--- src/rtl/dino_pkg.sv ---
// Shared constants and the game state encoding for the dino game monitor.
package dino_pkg;

  typedef enum logic [1:0] {
    ST_IDLE = 2'b00,
    ST_RUN  = 2'b01,
    ST_OVER = 2'b10
  } game_state_t;

  localparam int SCREEN_WIDTH = 640;
  localparam int GROUND_LINE  = 440;
  localparam int DINO_WIDTH   = 40;
  localparam int DINO_HEIGHT  = 43;

endpackage

--- src/rtl/game_monitor_if.sv ---
// Player/obstacle inputs and score outputs of the game monitor.
interface game_monitor_if;

  logic        start;
  logic [9:0]  obstacle_h;
  logic [9:0]  obstacle_v;
  logic [7:0]  obstacle_width;
  logic [7:0]  obstacle_height;
  logic [9:0]  dino_h;
  logic [9:0]  dino_v;
  logic [1:0]  game_state;
  logic        hit;
  logic [15:0] score;
  logic [15:0] high_score;
  logic [7:0]  obstacles_passed;

  modport master (
    output start, obstacle_h, obstacle_v, obstacle_width, obstacle_height, dino_h, dino_v,
    input  game_state, hit, score, high_score, obstacles_passed
  );

  modport slave (
    input  start, obstacle_h, obstacle_v, obstacle_width, obstacle_height, dino_h, dino_v,
    output game_state, hit, score, high_score, obstacles_passed
  );

endinterface

--- src/rtl/bcd_counter4.sv ---
// Four-digit BCD counter that saturates at 9999; clr takes priority over inc.
module bcd_counter4 (
  input  logic        clk,
  input  logic        rst,
  input  logic        clr,
  input  logic        inc,
  output logic [15:0] value
);

  logic [15:0] nxt;
  logic        carry;

  always_comb begin
    nxt   = value;
    carry = 1'b1;
    if (value != 16'h9999) begin
      for (int i = 0; i < 4; i++) begin
        if (carry) begin
          if (value[4*i +: 4] == 4'd9) begin
            nxt[4*i +: 4] = 4'd0;
          end else begin
            nxt[4*i +: 4] = value[4*i +: 4] + 4'd1;
            carry         = 1'b0;
          end
        end
      end
    end
  end

  always_ff @(posedge clk) begin
    if (rst) begin
      value <= 16'h0000;
    end else if (clr) begin
      value <= 16'h0000;
    end else if (inc) begin
      value <= nxt;
    end
  end

endmodule

--- src/rtl/game_monitor.sv ---
// Game monitor: collision detection, run/over sequencing, BCD score, high score
// and obstacle pass counting.
module game_monitor #(
  parameter int SCREEN_WIDTH = dino_pkg::SCREEN_WIDTH,
  parameter int DINO_WIDTH   = dino_pkg::DINO_WIDTH,
  parameter int DINO_HEIGHT  = dino_pkg::DINO_HEIGHT,
  parameter int SCORE_DIV    = 8
) (
  input  logic           clk,
  input  logic           rst,
  game_monitor_if.slave  bus
);

  import dino_pkg::*;

  localparam logic [10:0] WRAP_LIMIT = 11'(SCREEN_WIDTH + 64);
  localparam logic [10:0] SCREEN_LIM = 11'(SCREEN_WIDTH);
  localparam logic [10:0] DW         = 11'(DINO_WIDTH);
  localparam logic [10:0] DH         = 11'(DINO_HEIGHT);
  localparam logic [7:0]  DIV_LAST   = 8'(SCORE_DIV - 1);

  game_state_t state;
  logic        hit;
  logic        start_q;
  logic        armed;
  logic [7:0]  div;
  logic [7:0]  passed;
  logic [15:0] score;
  logic [15:0] high_score;

  logic [10:0] oh, ow, ov, oht, dh, dv;
  logic [10:0] obs_left, obs_bot, dino_right, dino_bot;
  logic        collision, start_edge, in_run, tick, score_inc, score_clr;
  logic        pass, rearm;

  assign oh  = {1'b0, bus.obstacle_h};
  assign ow  = {3'b000, bus.obstacle_width};
  assign ov  = {1'b0, bus.obstacle_v};
  assign oht = {3'b000, bus.obstacle_height};
  assign dh  = {1'b0, bus.dino_h};
  assign dv  = {1'b0, bus.dino_v};

  assign obs_left   = (ow > oh) ? 11'd0 : oh - ow;
  assign obs_bot    = ov + oht;
  assign dino_right = dh + DW;
  assign dino_bot   = dv + DH;

  // A wrapped obstacle may still look horizontally overlapping; ignore it.
  assign collision = (oh < WRAP_LIMIT) && (obs_left < dino_right) && (oh > dh)
                  && (ov < dino_bot) && (obs_bot > dv);

  assign start_edge = bus.start & ~start_q;
  assign in_run     = (state == ST_RUN);
  assign tick       = in_run && (div == DIV_LAST);
  assign score_inc  = tick && !collision;
  assign score_clr  = start_edge && !in_run;
  assign pass       = in_run && armed && (oh < dh) && !collision;
  assign rearm      = (oh >= SCREEN_LIM) && (oh < WRAP_LIMIT);

  bcd_counter4 u_score (
    .clk   (clk),
    .rst   (rst),
    .clr   (score_clr),
    .inc   (score_inc),
    .value (score)
  );

  always_ff @(posedge clk) begin
    if (rst) begin
      state      <= ST_IDLE;
      hit        <= 1'b0;
      high_score <= 16'h0000;
      passed     <= 8'd0;
      div        <= 8'd0;
      armed      <= 1'b1;
      start_q    <= 1'b0;
    end else begin
      start_q <= bus.start;
      hit     <= 1'b0;
      if (rearm) begin
        armed <= 1'b1;
      end else if (pass) begin
        armed <= 1'b0;
      end
      case (state)
        ST_IDLE, ST_OVER: begin
          if (start_edge) begin
            state  <= ST_RUN;
            passed <= 8'd0;
            div    <= 8'd0;
          end
        end
        ST_RUN: begin
          if (collision) begin
            state <= ST_OVER;
            hit   <= 1'b1;
            // Packed BCD orders the same as binary, digit by digit from the top.
            if (score > high_score) begin
              high_score <= score;
            end
          end else begin
            div <= tick ? 8'd0 : div + 8'd1;
            if (pass && (passed != 8'hFF)) begin
              passed <= passed + 8'd1;
            end
          end
        end
        default: state <= ST_IDLE;
      endcase
    end
  end

  assign bus.game_state       = state;
  assign bus.hit              = hit;
  assign bus.score            = score;
  assign bus.high_score       = high_score;
  assign bus.obstacles_passed = passed;

endmodule

--- src/flat_wrapper.sv ---
// flat-port wrapper written by rule: the top's interface ports become plain ports
module game_monitor_flat import dino_pkg::*;
#(
  parameter int SCREEN_WIDTH = dino_pkg::SCREEN_WIDTH,
  parameter int DINO_WIDTH   = dino_pkg::DINO_WIDTH,
  parameter int DINO_HEIGHT  = dino_pkg::DINO_HEIGHT,
  parameter int SCORE_DIV    = 8
)
  (clk, rst, bus_start, bus_obstacle_h, bus_obstacle_v, bus_obstacle_width, bus_obstacle_height, bus_dino_h, bus_dino_v, bus_game_state, bus_hit, bus_score, bus_high_score, bus_obstacles_passed);
  game_monitor_if bus_i ();
  input  logic clk;
  input  logic rst;
  input wire logic [$bits(bus_i.start)-1:0] bus_start;
  input wire logic [$bits(bus_i.obstacle_h)-1:0] bus_obstacle_h;
  input wire logic [$bits(bus_i.obstacle_v)-1:0] bus_obstacle_v;
  input wire logic [$bits(bus_i.obstacle_width)-1:0] bus_obstacle_width;
  input wire logic [$bits(bus_i.obstacle_height)-1:0] bus_obstacle_height;
  input wire logic [$bits(bus_i.dino_h)-1:0] bus_dino_h;
  input wire logic [$bits(bus_i.dino_v)-1:0] bus_dino_v;
  output wire logic [$bits(bus_i.game_state)-1:0] bus_game_state;
  output wire logic [$bits(bus_i.hit)-1:0] bus_hit;
  output wire logic [$bits(bus_i.score)-1:0] bus_score;
  output wire logic [$bits(bus_i.high_score)-1:0] bus_high_score;
  output wire logic [$bits(bus_i.obstacles_passed)-1:0] bus_obstacles_passed;
  assign bus_i.start = bus_start;
  assign bus_i.obstacle_h = bus_obstacle_h;
  assign bus_i.obstacle_v = bus_obstacle_v;
  assign bus_i.obstacle_width = bus_obstacle_width;
  assign bus_i.obstacle_height = bus_obstacle_height;
  assign bus_i.dino_h = bus_dino_h;
  assign bus_i.dino_v = bus_dino_v;
  assign bus_game_state = bus_i.game_state;
  assign bus_hit = bus_i.hit;
  assign bus_score = bus_i.score;
  assign bus_high_score = bus_i.high_score;
  assign bus_obstacles_passed = bus_i.obstacles_passed;
  game_monitor #(.SCREEN_WIDTH(SCREEN_WIDTH), .DINO_WIDTH(DINO_WIDTH), .DINO_HEIGHT(DINO_HEIGHT), .SCORE_DIV(SCORE_DIV)) u_core (.clk(clk), .rst(rst), .bus(bus_i));
endmodule
--- config.mk ---
export PLATFORM = sky130hd
export DESIGN_NAME = game_monitor_flat
export DESIGN_NICKNAME = d
export VERILOG_FILES = /design/src/rtl/dino_pkg.sv /design/src/rtl/game_monitor_if.sv /design/src/rtl/bcd_counter4.sv /design/src/rtl/game_monitor.sv /design/src/flat_wrapper.sv
export SDC_FILE = /design/constraint.sdc
export NUM_CORES = 1
export LEC_CHECK = 0
export ABC_AREA = 1
export ABC_CLOCK_PERIOD_IN_PS = 14000
export BUFFER_PORTS_ARGS = -buffer_cell sky130_fd_sc_hd__buf_2
export CORE_ASPECT_RATIO = 1.1
export CORE_MARGIN = 8
export CORE_UTILIZATION = 45
export DETAILED_ROUTE_END_ITERATION = 6
export PLACE_DENSITY = 0.68
export SLEW_MARGIN = 20
export SYNTH_ARGS = -nofsm -noshare
export SYNTH_HDL_FRONTEND = slang
export SYNTH_HIERARCHICAL = 1
export SYNTH_SLANG_ARGS = --single-unit
export TNS_END_PERCENT = 10
--- constraint.sdc ---
create_clock -name clk -period 14 [get_ports clk]
set_input_delay 4.2 -clock clk [delete_from_list [all_inputs] [get_ports clk]]
set_output_delay 4.2 -clock clk [all_outputs]
set_load 0.03 [all_outputs]
==> out/qor.csv, run 1 <==
metric,value,unit
status,finished clean,
Worst-Margin Slew,884,ps
Final Cell Area,0.00612,mm²
met1 wire length,6060,µm
crit path time final,7740,ps
Cell variety after synth,47,
"Slowest-stage cell, CP",nor2_1,
Worst slew margin,40.8,%
"CTS clk-pin slew, worst paths",70,ps
Die Width,120,µm
die area,0.0156,mm²
Total GRT Usage,16.1,%
dpl cells,1037,
CP endpoint kind,flip-flop,
drt first pass iters,4,
Hold Path Depth,2,
Detail Route Antenna Nets,0,
final HPWL from detailed placement,10100,µm
total power,419,µW
Resized cells post-CTS,0,
Remaining DRCs,0,
peak per-stage delay on the critical path,670,ps
Worst Path Arrival,7930,ps
detailed-route via count,5093,
worst-case clock skew,5.90,ps
Max VDD drop,0.0507,mV
CTS Buffer Depth,2,
Post-synth ARST share,0,%
clock root cell,clkbuf_16,
Setup Buffers After CTS,0,
YS warnings,6,
# IOs,102,
top_reg_cell synth,dfxtp_1,
initial antenna violation count,0,
"non-filler cells, final",1044,
Starting Density,46.3,%
R2R setup slack,11400,ps
First DRT Iteration DRCs,181,
Yosys reg bits,53,
vias in the first global route,4922,
RePlAce Congestion,0.832,
synthesized netlist cell count,796,
LEAKAGE,3.13,nW
GR Overflow Total,0,
R2R Path Start,u_core/bus.game_state[0],
final hold vios,0,
Final #Nets,1030,
Tcrit/Tclk final,55.3,%
Setup TNS Final,0,ps
largest net degree at the start of global routing,30,
DRT Wirelength,12400,µm
Power Density,68.4,mW/mm²
I/O Buffers,101,
Post-CTS Hold Buffers,0,
RSZ-0062 raised after global routing,false,
synthesis-to-layout area growth,14.5,%
Met3 Routed Length,532,µm
"most common cell after layout, fill and taps aside",nand2_1,
Area contributors post-synth,"dfxtp_1 20%, ha_1 18%, nand2_1 12%",
Worst Setup Start Kind,input pin,
core area,0.0115,mm²
worst reg-to-reg path cell count,7,
syn nets,932,
final max-slew violation count,0,
crit-path max FO,10,
most frequent cells in the layout,"164 x nand2_1, 122 x inv_1, 101 x buf_2",
WL/cell,11.9,µm
kind of critical path,in -> reg,
FILL cells,1188,
Die Ht,130,µm
max_cap viols,0,
hold wc startpoint,u_core/bus.high_score[2],
share of cells above drive strength 1,21.1,%
"Req. time, crit path",14190,ps
number of synthesized flops with an enable pin,0,
H-tree levels,2,
top routing layer in use,met4,
syn_area_per_cell,6.71,µm²
Rows,41,
Post-Syn Area,0.00534,mm²
WHS Endpoint,u_core/bus.high_score[2],
met2 wire length,5720,µm
reg2reg end,u_core/u_score/value[12],
placed inst area,0.00597,mm²
worst skew pair latency,290,ps
Hold Crit Class,reg -> reg,
clock sinks,53,
top cell type's share of synthesized area,19.9,%
f_max,0.129,GHz
first-pass GRT wire length,21500,µm
sequential cell area fraction in the yosys report,19.9,%
TritonCTS buffer count,5,
antenna cells,0,
CTS tree,yes,
via/cell ratio,4.88,
Setup-failing EPs final,0,
Synth area leader,dfxtp_1,
==> critical path: cells and delay by family <==
kind / cells / cell delay, ps
AND/OR/NAND/NOR: 13 / 1810
adder cells (fa/ha/maj): 3 / 830
AO/OA/AOI/OAI: 7 / 790
buffers and inverters: 5 / 310
==> power by group <==
| group | switching, mW | internal (mW) | leakage [nW] |
|---|---|---|---|
| registers | 0.00285 | 0.155 | 0.429 |
| clock network | 0.0533 | 0.0704 | 0.0700 |
| logic | 0.0856 | 0.0520 | 2.63 |
==> cell families (layout without fill, tap and decap cells) <==
| logic type | Yosys count | after routing | synth area share, % |
|---|---|---|---|
| xor gates and xnor gates | 25 | 25 | 4.10 |
| DFF | 53 | 53 | 19.9 |
| adders and majority gates | 77 | 77 | 18.3 |
| and+or+nand+nor | 370 | 370 | 33.3 |
| AOI/OAI and AO/OA | 117 | 117 | 13.0 |
| buffers and inverters | 154 | 252 | 11.3 |
==> sequential cells by signal (all words and copies together), names as in the netlist <==
register / flops
u_core/armed: 1
u_core/bus.game_state: 2
u_core/bus.high_score: 16
u_core/bus.hit: 1
u_core/bus.obstacles_passed: 8
u_core/div: 8
u_core/start_q: 1
u_core/u_score/value: 16
==> final cells by class <==
| cell class | instances | area [µm²] | share of cell area, % |
|---|---|---|---|
| tap | 150 | 188 | 3.07 |
| clock buffer | 7 | 143 | 2.33 |
| sequential | 53 | 1060 | 17.3 |
| multi-input combinational | 589 | 3670 | 60.1 |
| inverter | 143 | 538 | 8.80 |
| timing repair buffer | 102 | 513 | 8.39 |
==> how the worst max path moves through the flow <==
stage	endpoint	slack [ps]	startpoint	cells past startpoint
final	u_core/u_score/value[12]	6260	bus_obstacle_h[0]	28
after global routing	u_core/u_score/value[4]	5700	bus_obstacle_h[0]	29
after CTS	u_core/u_score/value[12]	6240	bus_obstacle_v[2]	27
after detailed placement	u_core/u_score/value[12]	5930	bus_obstacle_v[2]	27
after global placement	u_core/u_score/value[12]	5990	bus_obstacle_h[0]	28
after floorplan	u_core/u_score/value[4]	6710	bus_obstacle_h[0]	29
==> synthesized netlist by cell type, types with 13 or more instances <==
| cell | instances |
|---|---|
| a21oi_1 | 61 |
| a21oi_2 | 13 |
| dfxtp_1 | 53 |
| ha_1 | 75 |
| inv_1 | 122 |
| inv_2 | 18 |
| nand2_1 | 164 |
| nand2_2 | 16 |
| nand3_1 | 42 |
| nand4_1 | 16 |
| nor2_1 | 81 |
| nor3_1 | 17 |
| o21ai_0 | 27 |
| xor2_1 | 22 |
==> metrics by stage <==
stage | worst slack [ps] | hold slack (ps) | util, %
finish | 6260 | 480 | 53.0
global route | 5700 | 507 | 53.0
CTS | 6240 | 481 | 53.0
detailed placement | 5930 | 471 | 51.8
global placement | 5990 | 469 | 51.8
floorplan | 6710 | 452 | -
==> routing by layer <==
metal,global-route usage (%),up-vias
met3,2.85,7
met4,3.01,0
li1,-,2769
met5,0,-
met1,20.3,2235
met2,28.2,82
Power figures use the tool's default switching activity.
==> run 2: changes to the inputs <==
--- a/config.mk
+++ b/config.mk
@@ -6,13 +6,13 @@
 export NUM_CORES = 1
 export LEC_CHECK = 0
 export ABC_AREA = 1
-export ABC_CLOCK_PERIOD_IN_PS = 14000
+export ABC_CLOCK_PERIOD_IN_PS = 6900
 export BUFFER_PORTS_ARGS = -buffer_cell sky130_fd_sc_hd__buf_2
 export CORE_ASPECT_RATIO = 1.1
 export CORE_MARGIN = 8
 export CORE_UTILIZATION = 45
 export DETAILED_ROUTE_END_ITERATION = 6
-export PLACE_DENSITY = 0.68
+export PLACE_DENSITY = 0.71
 export SLEW_MARGIN = 20
 export SYNTH_ARGS = -nofsm -noshare
 export SYNTH_HDL_FRONTEND = slang
==> constraint.sdc (replaced) <==
create_clock -name clk -period 6.9 [get_ports clk]
set_input_delay 2.07 -clock clk [delete_from_list [all_inputs] [get_ports clk]]
set_output_delay 2.07 -clock clk [all_outputs]
set_load 0.03 [all_outputs]
==> run 2 against run 1 <==
Against the previous run:
- flip-flop and latch count did not move
- critical endpoint is now u_core/bus.high_score[14]
- clock power rose by 130%
- via count grew 0.77%
- highest routed layer unchanged
- global-route usage grew 0.26 points
- worst hold slack gained 1.4 ps
- critical path depth decreased by 1
==> out/qor.csv, run 2 (synthesized netlist as in run 1, its figures left out) <==
metric,value,unit,change
status,finished clean,,
antenna cells,0,,unchanged
detailed-route via count,5132,,+0.77%
first-pass GRT wire length,21800,µm,+1.0%
cell mode on critical path,nand2_1,,
via/cell ratio,4.91,,+0.67%
I/O Buffers,101,,unchanged
Rows,41,,unchanged
# IOs,102,,unchanged
H-tree levels,2,,unchanged
GR Overflow Total,0,,unchanged
"Req. time, crit path",7120,ps,-7070 ps
Worst Setup Start Kind,input pin,,
CTS tree,yes,,
final HPWL from detailed placement,10100,µm,about the same
max_cap viols,0,,unchanged
Worst slew margin,48.2,%,+7.3 points
Gate power share,31.9,%,-1.0 points
drt first pass iters,4,,unchanged
synthesis-to-layout area growth,15.0,%,
share of cells above drive strength 1,21.3,%,+0.20 points
final hold vios,0,,unchanged
largest net degree at the start of global routing,30,,unchanged
die area,0.0156,mm²,unchanged
Resized cells post-CTS,0,,unchanged
Largest regs,"u_core/bus.high_score x16, u_core/u_score/value x16",,
initial antenna violation count,0,,unchanged
Max VDD drop,0.116,mV,+130%
vias in the first global route,4923,,+0.020%
Remaining DRCs,0,,unchanged
Post-CTS Hold Buffers,0,,unchanged
Worst Path Arrival,5530,ps,-2400 ps
Critical path buffers and inverters,6,,+1
Setup TNS Final,0,ps,unchanged
Top delay family on crit path,compound AO/OA/AOI/OAI gates,,
Final WS setup,1590,ps,-4670 ps
dpl cells,1038,,+0.096%
clock sinks,53,,unchanged
Place WS,1330,ps,-4600 ps
peak per-stage delay on the critical path,380,ps,-290 ps
Psw,293,µW,+110%
Detail Route Antenna Nets,0,,unchanged
worst skew pair latency,290,ps,about the same
Int Pwr,588,µW,+110%
final max-slew violation count,0,,unchanged
RePlAce Congestion,0.820,,-1.4%
Setup-failing EPs final,0,,unchanged
CP endpoint kind,flip-flop,,
crit-path max FO,16,,+6
sequential power share,36.3,%,-1.3 points
core area,0.0115,mm²,unchanged
total power,881,µW,+110%
CTS Buffer Depth,2,,unchanged
"CTS clk-pin slew, worst paths",70,ps,about the same
WL/cell,12.0,µm,+0.77%
Die Width,120,µm,unchanged
Setup Buffers After CTS,0,,unchanged
Hold Crit Class,reg -> reg,,
"non-filler cells, final",1045,,+0.096%
LEAKAGE,3.15,nW,+0.48%
f_max,0.188,GHz,
First DRT Iteration DRCs,238,,+31%
WHS,481,ps,+1.35 ps
Worst-Margin Slew,777,ps,-108 ps
worst-case clock skew,6.43,ps,+0.527 ps
clock network power share,31.9,%,+2.3 points
kind of critical path,in -> reg,,
RSZ-0062 raised after global routing,false,,
most frequent cells in the layout,"164 x nand2_1, 122 x inv_1, 101 x buf_2",,
multi-input logic area,0.00367,mm²,unchanged
Total GRT Usage,16.3,%,+0.26 points
"Slowest-stage cell, CP",fa_1,,
switching share of power,33.3,%,-0.59 points
TritonCTS buffer count,5,,unchanged
Die Ht,130,µm,unchanged
DRT Wirelength,12500,µm,+0.86%
Reg area,0.00106,mm²,unchanged
Final #Nets,1031,,+0.097%
crit path time final,5310,ps,
Tcrit/Tclk final,77.0,%,
FILL cells,1187,,-0.084%
"most common cell after layout, fill and taps aside",nand2_1,,
Starting Density,46.3,%,unchanged
clock root cell,clkbuf_16,,
Power Density,143,mW/mm²,+110%
run 2: cell types whose count changed in the layout (fill, tap and decap cells not counted):
cell and change:
buf_4 +1, bufinv_16 +1, clkbuf_1 -1, clkbuf_8 -1, clkinv_2 +1
run 2: per-layer routing:
metal	share of wire, %	track usage (%)	vias up	wire length, µm
met2	46	28.4	93	5710
met3	5.0	3.33	10	625
met5	0	0	-	0
met4	1.0	3.90	0	125
li1	-	-	2778	-
met1	48	20.3	2251	6030
run 2: final timing paths:
path | start | slack [ps] | to | depth (start not counted)
max | bus_obstacle_h[0] | 1590 | u_core/bus.high_score[14] | 27
min reg2reg | u_core/bus.high_score[3] | 480 | u_core/bus.high_score[3] | 2
min | u_core/bus.high_score[3] | 480 | u_core/bus.high_score[3] | 2
max reg2reg | u_core/bus.game_state[0] | 4390 | u_core/bus.obstacles_passed[1] | 8
run 2: area by class of cell:
| cell class | count | area share [%] |
|---|---|---|
| timing repair buffer | 103 | 8.47 |
| multi-input combinational | 589 | 59.8 |
| sequential | 53 | 17.3 |
| inverter | 143 | 8.76 |
| clock buffer | 5 | 2.04 |
| tap | 150 | 3.06 |
| clock inverter | 2 | 0.570 |
run 2: stage by stage:
stage / util, % / instance area (µm²)
5_1_grt: 53.2 / 6140
2_1_floorplan: - / 5340
4_1_cts: 53.2 / 6140
3_3_place_gp: 51.8 / 5980
6_report: 53.2 / 6140
3_5_place_dp: 51.8 / 5980
run 2: tightest hold or removal path, cell delays in order (launching register included):
cell and delay (ps):
dfxtp_1 320, nand2_1 60, a21oi_1 50
run 2: power by group through the flow:
| stage | registers, mW | logic, mW | clock network, mW |
|---|---|---|---|
| 4_1_cts | 0.319 | 0.284 | 0.286 |
| 3_5_place_dp | 0.326 | 0.282 | 0 |
| 6_report | 0.319 | 0.281 | 0.281 |
| 2_1_floorplan | 0.338 | 0.197 | 0 |
| 5_1_grt | 0.320 | 0.330 | 0.296 |
| 3_3_place_gp | 0.326 | 0.279 | 0 |
==> run 3: changes to the inputs <==
--- a/config.mk
+++ b/config.mk
@@ -6,13 +6,13 @@
 export NUM_CORES = 1
 export LEC_CHECK = 0
 export ABC_AREA = 1
-export ABC_CLOCK_PERIOD_IN_PS = 6900
+export ABC_CLOCK_PERIOD_IN_PS = 5400
 export BUFFER_PORTS_ARGS = -buffer_cell sky130_fd_sc_hd__buf_2
 export CORE_ASPECT_RATIO = 1.1
 export CORE_MARGIN = 8
 export CORE_UTILIZATION = 45
 export DETAILED_ROUTE_END_ITERATION = 6
-export PLACE_DENSITY = 0.71
+export PLACE_DENSITY = 0.68
 export SLEW_MARGIN = 20
 export SYNTH_ARGS = -nofsm -noshare
 export SYNTH_HDL_FRONTEND = slang
==> constraint.sdc (replaced) <==
create_clock -name clk -period 5.4 [get_ports clk]
set_input_delay 1.62 -clock clk [delete_from_list [all_inputs] [get_ports clk]]
set_output_delay 1.62 -clock clk [all_outputs]
set_load 0.03 [all_outputs]
==> run 3 against run 2 <==
Against the previous run:
- clock skew is 1.4 ps lower
- critical path type unchanged
- highest routed layer unchanged
- worst hold slack better by 4.5 ps
- critical endpoint is now u_core/u_score/value[9]
- global-route usage is 0.39 points lower
- register-to-register slack worse by 1500 ps
==> out/qor.csv, run 3 (synthesized netlist as in run 1, its figures left out) <==
metric,value,unit,change
status,finished clean,,
Critical Path Sink,u_core/u_score/value[9],,
core area,0.0115,mm²,unchanged
Detail Route Antenna Nets,0,,unchanged
Worst Path Arrival,5060,ps,-470 ps
Critical path buffers and inverters,6,,unchanged
H-tree levels,2,,unchanged
Gate power share,31.8,%,about the same
Die Width,120,µm,unchanged
Hold Crit Class,reg -> reg,,
# IOs,102,,unchanged
Power Density,185,mW/mm²,+29%
R2R Path Start,u_core/bus.high_score[15],,
drt first pass iters,4,,unchanged
"Req. time, crit path",5610,ps,-1510 ps
crit path time final,4850,ps,
initial antenna violation count,0,,unchanged
Setup TNS Final,0,ps,unchanged
Final #Nets,1031,,unchanged
share of cells above drive strength 1,21.3,%,-0.024 points
Max VDD drop,0.174,mV,+50%
Tcrit/Tclk final,89.9,%,
final hold vios,0,,unchanged
FILL cells,1192,,+0.42%
"CTS clk-pin slew, worst paths",70,ps,about the same
clock network power share,32.4,%,+0.5 points
"most common cell after layout, fill and taps aside",nand2_1,,
CTS tree,yes,,
GR Overflow Total,0,,unchanged
RePlAce Congestion,0.847,,+3.2%
Setup Buffers After CTS,0,,unchanged
most frequent cells in the layout,"164 x nand2_1, 122 x inv_1, 101 x buf_2",,
f_max,0.206,GHz,
Int Pwr,768,µW,+31%
peak per-stage delay on the critical path,370,ps,about the same
LEAKAGE,3.15,nW,+0.14%
worst skew pair latency,290,ps,about the same
Worst Setup Start Kind,input pin,,
Top delay family on crit path,simple AND/OR/NAND/NOR gates,,
worst-case clock skew,5.04,ps,-1.38 ps
Final Cell Area,0.00615,mm²,+0.20%
Place WS,255,ps,-1070 ps
Post-CTS Hold Buffers,0,,unchanged
TritonCTS buffer count,5,,unchanged
Starting Density,46.3,%,unchanged
CTS Buffer Depth,2,,unchanged
synthesis-to-layout area growth,15.2,%,
clock root cell,clkbuf_16,,
worst reg-to-reg path cell count,10,,+2
"Slowest-stage cell, CP",fa_1,,
Remaining DRCs,0,,unchanged
detailed-route via count,5122,,-0.19%
RSZ-0062 raised after global routing,false,,
clock sinks,53,,unchanged
multi-input logic area,0.00367,mm²,unchanged
final max-slew violation count,0,,unchanged
Largest regs,"u_core/bus.high_score x16, u_core/u_score/value x16",,
Worst-Margin Slew,706,ps,-71.0 ps
Worst slew margin,52.9,%,+4.7 points
Total GRT Usage,15.9,%,-0.39 points
Die Ht,130,µm,unchanged
Setup-failing EPs final,0,,unchanged
R2R setup slack,2850,ps,-1540 ps
number of cells on the critical path,29,,+7.4%
via/cell ratio,4.90,,-0.29%
vias in the first global route,4962,,+0.79%
first-pass GRT wire length,21300,µm,-2.0%
antenna cells,0,,unchanged
Resized cells post-CTS,0,,unchanged
kind of critical path,in -> reg,,
First DRT Iteration DRCs,206,,-13%
DRT Wirelength,12500,µm,about the same
Reg area,0.00106,mm²,unchanged
reg2reg end,u_core/bus.high_score[3],,
I/O Buffers,101,,unchanged
Psw,369,µW,+26%
switching share of power,32.5,%,-0.81 points
largest net degree at the start of global routing,30,,unchanged
CP endpoint kind,flip-flop,,
WL/cell,11.9,µm,-0.18%
Rows,41,,unchanged
crit-path max FO,10,,-6
Final WS setup,547,ps,-1040 ps
worst setup path startpoint,bus_obstacle_h[0],,
sequential power share,35.9,%,-0.4 points
final HPWL from detailed placement,10100,µm,+0.78%
max_cap viols,0,,unchanged
die area,0.0156,mm²,unchanged
placed inst area,0.00598,mm²,unchanged
[run 3: cell type report]
cell class	count	area share, %
Inverter	143	8.74
Timing Repair Buffer	103	8.46
Sequential cell	53	17.2
Multi-Input combinational cell	589	59.7
Clock buffer	7	2.32
Tap cell	150	3.05
Clock inverter	1	0.488
[run 3: tightest hold or removal path: stages (launching register included)]
cell and delay, ps:
dfxtp_1 320, nand2_1 60, a21oi_1 60
[run 3: worst min-delay path by stage]
stage,from,end,slack (ps),cells after the start
finish,u_core/bus.high_score[1],u_core/bus.high_score[1],490,2
detailed placement,u_core/bus.high_score[14],u_core/bus.high_score[14],480,2
floorplan,u_core/armed,u_core/armed,450,2
global placement,u_core/bus.high_score[2],u_core/bus.high_score[2],470,2
CTS,u_core/bus.high_score[14],u_core/bus.high_score[14],490,2
global route,u_core/bus.high_score[11],u_core/bus.high_score[11],500,2
[run 3: routing by layer]
metal | GRT usage [%] | vias to the layer above | share of wire [%]
met4 | 2.50 | 0 | 0.25
met3 | 3.54 | 4 | 5.1
li1 | - | 2765 | -
met2 | 28.4 | 84 | 47
met1 | 19.5 | 2269 | 47
met5 | 0 | - | 0
[run 3: metrics by stage]
stage	utilization (%)	power, mW	hold WS (ps)	instances
after floorplan	-	0.684	452	796
after global placement	51.8	0.775	472	1038
after detailed placement	51.8	0.778	478	1038
after CTS	53.3	1.15	489	1046
after global routing	53.3	1.22	503	1046
final	53.3	1.14	485	1046
[run 3: power groups by stage]
| stage | sequential, mW | clock, mW | combinational (mW) |
|---|---|---|---|
| floorplan | 0.432 | 0 | 0.252 |
| global placement | 0.417 | 0 | 0.358 |
| detailed placement | 0.417 | 0 | 0.361 |
| CTS | 0.408 | 0.381 | 0.363 |
| global route | 0.409 | 0.393 | 0.415 |
| finish | 0.408 | 0.368 | 0.361 |
